<file path="src/rtl/pix_mac_pkg.sv">
// Shared types and helpers for the pixel MAC accumulator datapath.
package pix_mac_pkg;

  function automatic int unsigned clog2(input int unsigned value);
    int unsigned res;
    res = 0;
    for (int unsigned i = 0; i < 32; i++) begin
      if ((32'd1 << i) < value) res = i + 1;
    end
    return res;
  endfunction

  typedef struct packed {
    logic valid;
    logic first;
    logic last;
  } pix_tag_t;

  typedef enum logic [0:0] {
    StIdle  = 1'b0,
    StAccum = 1'b1
  } pix_state_e;

endpackage

</file>
<file path="src/rtl/pix_add_tree.sv">
// Registered lane-sum: sign-extends LANES signed inputs to OUT_W and sums them in one stage.
module pix_add_tree #(
  parameter int unsigned LANES = 4,
  parameter int unsigned IN_W  = 17,
  parameter int unsigned OUT_W = 22
) (
  input  logic                   clk_i,
  input  logic                   rst_ni,
  input  logic                   en_i,
  input  logic [LANES*IN_W-1:0]  data_i,
  output logic [OUT_W-1:0]       sum_o
);

  logic [OUT_W-1:0] sum_d, sum_q;

  // Written as a flat reduction; synthesis balances it into a tree.
  always_comb begin
    sum_d = '0;
    for (int l = 0; l < LANES; l++) begin
      sum_d = sum_d + OUT_W'($signed(data_i[l*IN_W +: IN_W]));
    end
  end

  always_ff @(posedge clk_i or negedge rst_ni) begin
    if (!rst_ni) begin
      sum_q <= '0;
    end else if (en_i) begin
      sum_q <= sum_d;
    end
  end

  assign sum_o = sum_q;

endmodule

</file>
<file path="src/rtl/pix_mac_accum.sv">
// LANES-wide multiply, lane-sum and windowed accumulate with valid/ready backpressure.
module pix_mac_accum
  import pix_mac_pkg::*;
#(
  parameter int unsigned BIT_WIDTH   = 8,
  parameter int unsigned LANES       = 4,
  parameter int unsigned ACC_LEN_MAX = 9,
  localparam int unsigned ACC_WIDTH  = 2 * BIT_WIDTH + clog2(LANES) + clog2(ACC_LEN_MAX),
  localparam int unsigned LEN_W      = clog2(ACC_LEN_MAX + 1)
) (
  input  logic                       i_clk,
  input  logic                       i_rst_n,
  input  logic [LANES*BIT_WIDTH-1:0] i_pix_weight,
  input  logic [LANES*BIT_WIDTH-1:0] i_pix_feature,
  input  logic [LANES-1:0]           i_lane_en,
  input  logic                       i_signed,
  input  logic [LEN_W-1:0]           i_acc_len,
  input  logic                       i_valid,
  output logic                       o_ready,
  input  logic                       i_flush,
  output logic [ACC_WIDTH-1:0]       o_pix_feature,
  output logic                       o_valid,
  input  logic                       i_ready,
  output logic                       o_start,
  output logic                       o_busy
);

  // One extra bit holds both the unsigned and the signed product range.
  localparam int unsigned PROD_W = 2 * BIT_WIDTH + 1;

  function automatic logic [PROD_W-1:0] lane_mul(input logic [BIT_WIDTH-1:0] w,
                                                 input logic [BIT_WIDTH-1:0] f,
                                                 input logic             sgn);
    logic signed [2*BIT_WIDTH+1:0] we, fe, p;
    we = {{(BIT_WIDTH + 2){sgn & w[BIT_WIDTH-1]}}, w};
    fe = {{(BIT_WIDTH + 2){sgn & f[BIT_WIDTH-1]}}, f};
    p  = we * fe;
    return p[PROD_W-1:0];
  endfunction

  pix_state_e           state_q, state_d;
  logic [LEN_W-1:0]     cnt_q, cnt_d, len_q, len_d, len_in;
  logic                 sgn_q, sgn_d, eff_sgn;
  logic                 start_q, start_d;
  logic                 stall, accept, adv;
  pix_tag_t             tag_in, s1_q, s2_q, s3_q;
  logic [LANES*PROD_W-1:0] prod_d, s1_prod_q;
  logic [ACC_WIDTH-1:0] tree_sum, acc_q, out_pix_q, out_pix_d;
  logic                 out_vld_q, out_vld_d;

  assign stall   = out_vld_q & ~i_ready;
  assign o_ready = ~stall;
  assign accept  = i_valid & ~stall & ~i_flush;
  assign adv     = ~stall & ~i_flush;
  assign eff_sgn = (state_q == StIdle) ? i_signed : sgn_q;

  always_comb begin
    len_in = i_acc_len;
    if (i_acc_len == '0) begin
      len_in = LEN_W'(1);
    end else if (i_acc_len > LEN_W'(ACC_LEN_MAX)) begin
      len_in = LEN_W'(ACC_LEN_MAX);
    end
  end

  always_comb begin
    state_d = state_q;
    cnt_d   = cnt_q;
    len_d   = len_q;
    sgn_d   = sgn_q;
    start_d = 1'b0;
    tag_in  = '0;
    if (accept) begin
      tag_in.valid = 1'b1;
      unique case (state_q)
        StIdle: begin
          len_d        = len_in;
          sgn_d        = i_signed;
          start_d      = 1'b1;
          tag_in.first = 1'b1;
          if (len_in == LEN_W'(1)) begin
            tag_in.last = 1'b1;
          end else begin
            cnt_d   = LEN_W'(1);
            state_d = StAccum;
          end
        end
        StAccum: begin
          cnt_d = cnt_q + LEN_W'(1);
          if (cnt_q == len_q - LEN_W'(1)) begin
            tag_in.last = 1'b1;
            cnt_d       = '0;
            state_d     = StIdle;
          end
        end
        default: state_d = StIdle;
      endcase
    end
    if (i_flush) begin
      state_d = StIdle;
      cnt_d   = '0;
    end
  end

  always_comb begin
    prod_d = '0;
    for (int l = 0; l < LANES; l++) begin
      if (i_lane_en[l]) begin
        prod_d[l*PROD_W +: PROD_W] = lane_mul(i_pix_weight[l*BIT_WIDTH +: BIT_WIDTH],
                                              i_pix_feature[l*BIT_WIDTH +: BIT_WIDTH],
                                              eff_sgn);
      end
    end
  end

  // A finished window moves to the output register as the previous result is taken.
  always_comb begin
    out_vld_d = out_vld_q;
    out_pix_d = out_pix_q;
    if (out_vld_q && i_ready) out_vld_d = 1'b0;
    if (adv && s3_q.valid && s3_q.last) begin
      out_vld_d = 1'b1;
      out_pix_d = acc_q;
    end
  end

  pix_add_tree #(
    .LANES (LANES),
    .IN_W  (PROD_W),
    .OUT_W (ACC_WIDTH)
  ) u_add_tree (
    .clk_i  (i_clk),
    .rst_ni (i_rst_n),
    .en_i   (~stall),
    .data_i (s1_prod_q),
    .sum_o  (tree_sum)
  );

  always_ff @(posedge i_clk or negedge i_rst_n) begin
    if (!i_rst_n) begin
      state_q   <= StIdle;
      cnt_q     <= '0;
      len_q     <= LEN_W'(1);
      sgn_q     <= 1'b0;
      start_q   <= 1'b0;
      s1_q      <= '0;
      s2_q      <= '0;
      s3_q      <= '0;
      s1_prod_q <= '0;
      acc_q     <= '0;
      out_vld_q <= 1'b0;
      out_pix_q <= '0;
    end else begin
      state_q   <= state_d;
      cnt_q     <= cnt_d;
      len_q     <= len_d;
      sgn_q     <= sgn_d;
      start_q   <= start_d;
      out_vld_q <= out_vld_d;
      out_pix_q <= out_pix_d;
      if (i_flush) begin
        s1_q <= '0;
        s2_q <= '0;
        s3_q <= '0;
      end else if (!stall) begin
        s1_q <= tag_in;
        s2_q <= s1_q;
        s3_q <= s2_q;
      end
      if (!stall) s1_prod_q <= prod_d;
      if (adv && s2_q.valid) acc_q <= s2_q.first ? tree_sum : acc_q + tree_sum;
    end
  end

  assign o_pix_feature = out_pix_q;
  assign o_valid       = out_vld_q;
  assign o_start       = start_q;
  assign o_busy        = (state_q == StAccum) | s1_q.valid | s2_q.valid | s3_q.valid;

endmodule

</file>
<file path="config.mk">
export PLATFORM = sky130hd
export DESIGN_NAME = pix_mac_accum
export DESIGN_NICKNAME = d
export VERILOG_FILES = /design/src/rtl/pix_mac_pkg.sv /design/src/rtl/pix_add_tree.sv /design/src/rtl/pix_mac_accum.sv
export SDC_FILE = /design/constraint.sdc
export NUM_CORES = 1
export LEC_CHECK = 0
export BUFFER_PORTS_ARGS = -buffer_cell sky130_fd_sc_hd__buf_2
export CORE_MARGIN = 2
export CORE_UTILIZATION = 55
export CTS_CLUSTER_SIZE = 40
export DETAILED_ROUTE_END_ITERATION = 8
export PLACE_DENSITY = 0.7
export SLEW_MARGIN = 5
export SYNTH_ARGS = -nofsm -noshare
export SYNTH_HDL_FRONTEND = slang
export SYNTH_HIERARCHICAL = 1
export SYNTH_SLANG_ARGS = --single-unit
</file>
<file path="constraint.sdc">
create_clock -name i_clk -period 17.55 [get_ports i_clk]
set_input_delay 2.6325 -clock i_clk [delete_from_list [all_inputs] [get_ports i_clk]]
set_output_delay 2.6325 -clock i_clk [all_outputs]
set_load 0.005 [all_outputs]
</file>
# After elaboration in Yosys (flattened, before gate mapping)
# Index checks and enable logic that the tools add are counted.
[op_classes]
addsub = 6
n_mul = 4
magnitude_cmp = 1
n_eq_ne = 4
mux = 32
n_bitwise = 19
reduce_logical = 9
[ops]
columns = ["cell", "count"]
rows = [
  ["multiplier 9 x 9 -> 17 bit", 4],
  ["two-way mux 17 bit", 4],
  ["adder 22 bit", 3],
  ["two-way mux 4 bit", 6],
  ["two-way mux 22 bit", 1],
  ["two-way mux 3 bit", 7],
  ["adder 17 x 17 -> 18 bit", 1],
  ["bitwise AND 1 bit", 12],
  ["two-way mux 1 bit", 11],
  ["one-hot mux 4 bit (2 select lines)", 1],
  ["adder 4 x 1 -> 4 bit (second input constant)", 1],
  ["equality test 4 x 1 -> 1 bit (second input constant)", 1],
  ["equality test 4 bit", 1],
  ["greater-than comparator 4 bit (second input constant)", 1],
  ["logical AND 1 bit", 4],
  ["zero test 4 bit", 1],
  ["NOT 1 bit", 4],
  ["one-hot mux 1 bit (2 select lines)", 2],
  ["AND reduction 2 bit", 2],
  ["nonzero test 2 bit", 2],
  ["subtractor 4 x 1 -> 4 bit (second input constant)", 1],
  ["inequality test 3 bit (second input constant)", 1],
  ["OR 1 bit", 3],
  ["inequality test 2 bit (second input constant)", 1],
]
[totals]
reg_bits = 154
input_bits = 78
output_inout_bits = 26
word_cells = 93

# Depth between registers and ports, before layout
[logic_depth]
depth_word = 9
mapped_depth = 22
depth_no_buf = 21

# Hierarchy
# Netlist, hierarchy kept.
[by_module_without_submodules]
columns = ["mod", "instances", "cells_each", "area_each_um2", "seq_area_each_um2"]
rows = [
  ["pix_mac_accum", 1, 1953, 17782.1, 3304.4],
  ["pix_add_tree", 1, 308, 2727.6, 500.5],
]

# Worst setup path after synthesis
# Ideal clock, no wire load.
[synth_timing]
path_kind = "in2reg"
startpoint = "input port i_signed"
endpoint = "register s1_prod_q[49]"
setup_time_ps = 110
arrival_time_ps = 7615
required_time_ps = 17440
path_slack_ps = 9825
path_stages = 21
path_buffers = 2
path_cell_list = "mux2_2 > clkbuf_1 > and2_1 > clkbuf_1 > nand2_1 > fa_1 > inv_1 > fa_1 > fa_1 > fa_1 > inv_1 > fa_1 > inv_1 > ha_1 > o21ai_0 > a21boi_0 > o21ai_0 > a21boi_0 > o2111ai_1 > and4_1 > o41ai_1"
[synth_between]
elab_chain_cells = 4
word_cells_on_any_way = 5
cone_classes = "1 x mul; 2 x mux; 2 x bitwise"
[synth_rtl]
columns = ["element", "line", "source"]
rows = [
  ["from (decl)", "pix_mac_accum.sv:16", "input logic i_signed,"],
  ["two-way mux 1 bit *", "--", ""],
  ["bitwise AND 1 bit, on equally long branches", "pix_mac_accum.sv:35, pix_mac_accum.sv:36", ""],
  ["multiplier 9 x 9 -> 17 bit *", "pix_mac_accum.sv:37", "p = we * fe;"],
  ["two-way mux 17 bit *", "pix_mac_accum.sv:108", "if (i_lane_en[l]) begin"],
  ["to (signal assigned)", "pix_mac_accum.sv:170", "if (!stall) s1_prod_q <= prod_d;"],
  ["to (decl)", "pix_mac_accum.sv:47", "logic [LANES*PROD_W-1:0] prod_d, s1_prod_q;"],
]
# Mark *: on every way between the ends. The rest lies on a longest branch, timed or not.
# A chain may end at the register's enable or synchronous reset.

# Final worst setup path
[layout_timing]
startpoint = "input port i_signed"
endpoint = "register s1_prod_q[66]"
# Same word-level chain as after synthesis.

==> metrics.yaml <==
route:
  avgViaCountPerCell: 5.32
  vias: 14800
  antenna_left: 0
  wl_um: 42700
  avgRoutedWirePerCell_um: 15.3
  dr.pass1.iters: 5
  drc: 0
  drt_iter0_drc: 607
clock_network:
  h-tree-depth: 4
  root_buffer: "clkbuf_16"
  clock_latency_ns: 0.43
  clockBufferDepth: 2
  holdBufCountCts: 0
  clk_pin_slew_ns: 0.06
  post_cts_resized: 0
  postCtsSetupBuffers: 0
  cts-buffers-inserted: 17
  clock-sinks: 152
  cts_tree: "built"
logic_synthesis:
  syn-cell-area_um2: 20500
  yosysUniqueCellTypes: 70
  synth_top_area_share_pct: 29.7
  yosys.area.top_type: "fa_1"
  syn_avg_cell_area_um2: 9.07
  synth-main-ff-cell: "dfrtp_1"
  synth_edf_count: 0
  yosysSeqAreaShare_pct: 18.6
  syn-num-nets: 2825
  yosys_warnings: 6
  synthArstFlopShare_pct: 100
  synth_area_leaders: "fa_1, dfrtp_1, ha_1"
  synth_seq_cells: 152
  synth_cells: 2261
outcome:
  status: "completed"
worst_hold_path:
  min_from: "s1_prod_q[55]$_DFFE_PN0N_"
  hold_path_class: "reg2reg"
  holdPathEnd: "s1_prod_q[55]$_DFFE_PN0N_"
  hold-path-cell-count: 2
sta:
  layout_worst_path_cycle_share_pct: 45.5
  finalCriticalPeriod_ns: 7.99
  worstMarginPinSlew_ns: 0.925
  fin_ws_ns: 9.56
  rsz0062_at_grt: "false"
  clock_skew_ns: 0.0168
  slew_viol_final: 0
  hold_violations: 0
  max_slew_margin_pct: 38.3
  setup_viol: 0
  clock.fmax_ghz: 0.125
  setup_tns_ns: 0
placement:
  gp_congestion: 0.873
  portBuffers: 103
  placed_area_um2: 21400
  place_inst: 2761
  post-place-ws_ns: 9.13
  dp_hpwl_um: 34800
layout:
  final_cell_mix: "inv_1, nand2_1, fa_1"
  area_delta_synth_final_pct: 7.10
  antenna_cells: 0
  stdcell_area_um2: 22000
  final_nets: 2876
  drive_gt1_share_pct: 8.52
  fin_cells: 2793
  layout_commonest_cell: "inv_1"
setup_path:
  critPathKind: "in2reg"
  r2r-start: "state_q$_DFFE_PN0P_"
  cp-start-kind: "input pin"
  worstPathArrival_ns: 8.31
  worst_setup_path_end_kind: "flip-flop"
  rr_worst_depth: 19
  required_ns: 17.87
  reg2reg_slack_ns: 11.22
  worstPathMaxFanout: 21
  rr_endpoint: "s1_prod_q[66]$_DFFE_PN0N_"
power:
  powerDensity_nw_per_um2: 171
  power_frac_seq_pct: 14.9
  p_int_uw: 1960
  leakage_uw: 0.0114
  p_comb_share_pct: 75.4
  p_clk_share_pct: 9.7
  total_power_uw: 3760
  p_sw_uw: 1790
  irDropWorstVdd_uv: 118
  switching_share_pct: 47.7
grt:
  grt.overflow.total: 0
  antenna_found_initial: 0
  grt_pass1_wl_um: 74600
  grt_pass1_vias: 15500
  grt_max_degree: 86
  track_usage_pct: 23.5
floorplanning:
  io_pins: 104
  core_um2: 36700
  die_y_um: 197
  rows: 70
  dieArea_um2: 38900
  die_w_um: 197
  start_util_pct: 55.9
run:
  max-cap-violations: 0
metrics by stage:
| stage | util, % | hold slack (ns) |
|---|---|---|
| floorplan | - | 0.439 |
| global placement | 58.2 | 0.455 |
| detailed placement | 58.2 | 0.457 |
| CTS | 59.9 | 0.473 |
| global route | 59.9 | 0.496 |
| finish | 59.9 | 0.469 |
state kept, by name, summed over array words and instances, names as in the netlist, 3 cells and up:
register,flops
s1_prod_q,68
acc_q,22
o_pix_feature,22
u_add_tree/sum_o,20
cnt_q,4
len_q,4
s1_q,3
s2_q,3
per-layer routing:
metal  GRT usage [%]  routed length [um]  vias up
li1                -                   -     7188
met1            32.4               19300     7356
met2            40.3               21200      260
met3            2.15                1380       44
met4            6.02                 822        0
met5               0                   0        -
how the worst max path moves through the flow:
stage / startpoint / endpoint / depth (start not counted)
global placement: i_signed / s1_prod_q[66]$_DFFE_PN0N_ / 20
finish: i_signed / s1_prod_q[66]$_DFFE_PN0N_ / 20
global route: i_signed / s1_prod_q[66]$_DFFE_PN0N_ / 20
CTS: i_signed / s1_prod_q[66]$_DFFE_PN0N_ / 20
detailed placement: i_signed / s1_prod_q[66]$_DFFE_PN0N_ / 20
floorplan: i_signed / s1_prod_q[49]$_DFFE_PN0N_ / 21
layout make-up:
| class | count | area (um^2) |
|---|---|---|
| clock buffers | 22 | 474 |
| repair buffers | 109 | 567 |
| inverters | 455 | 1710 |
| flip-flops and latches | 152 | 3800 |
| multi-input cells | 1577 | 14700 |
| fillers | 3219 | 14700 |
| well taps | 468 | 586 |
| clock inverters | 10 | 119 |
kinds of logic after synthesis:
family                     count (synthesis)  share of synthesized area, %
buffers and inverters                    532                          9.77
adders and majority gates                486                          40.8
DFF                                      152                          18.6
muxes                                     40                          2.17
xor gates and xnor gates                  82                          3.50
and+or+nand+nor                          665                          15.4
AOI/OAI and AO/OA                        304                          9.82
synthesized netlist by cell type (4+ instances only):
cell       count
or2_2          5
o21a_1        18
a21boi_0       7
o2111ai_1      4
nor4_1         6
xor2_1        22
and3_1        16
nand2_1      317
dfrtp_1      151
o211ai_1       6
nor3_1        18
mux2i_1        5
o21ai_0       82
o31a_1         4
or3_1          5
o21ai_1        4
a21oi_1       63
nor2_1        70
nand3_1       41
and2_1       150
inv_1        454
clkbuf_1      71
o41ai_1       14
nor2b_1       17
fa_1         304
nand2b_1       5
o31ai_1       24
a31oi_1       13
a21o_1        26
mux2_2        35
a22o_1         4
ha_1         182
xnor2_1       60
buf_1          4
worst max-delay path, cell delays in order:
cell and delay [ns]:
buf_2 0.07, mux2_2 0.50, nand2_1 0.38, or2_2 0.39, fa_1 0.46, fa_1 0.49
inv_1 0.04, fa_1 0.44, fa_1 0.49, inv_1 0.05, fa_1 0.49, inv_1 0.04
ha_1 0.28, o21ai_0 0.10, a21boi_0 0.25, o21ai_0 0.14, a21boi_0 0.35, o2111ai_1 0.18
and4_1 0.22, o41ai_1 0.28
power by group through the flow:
stage / Combinational (uW) / Clock [uW] / Sequential (uW)
floorplan: 2250 / 0 / 529
global placement: 2740 / 0 / 559
detailed placement: 2800 / 0 / 564
CTS: 2840 / 371 / 559
global route: 3260 / 388 / 572
finish: 2830 / 365 / 560
No activity file was read; power rests on OpenSTA's default activity.
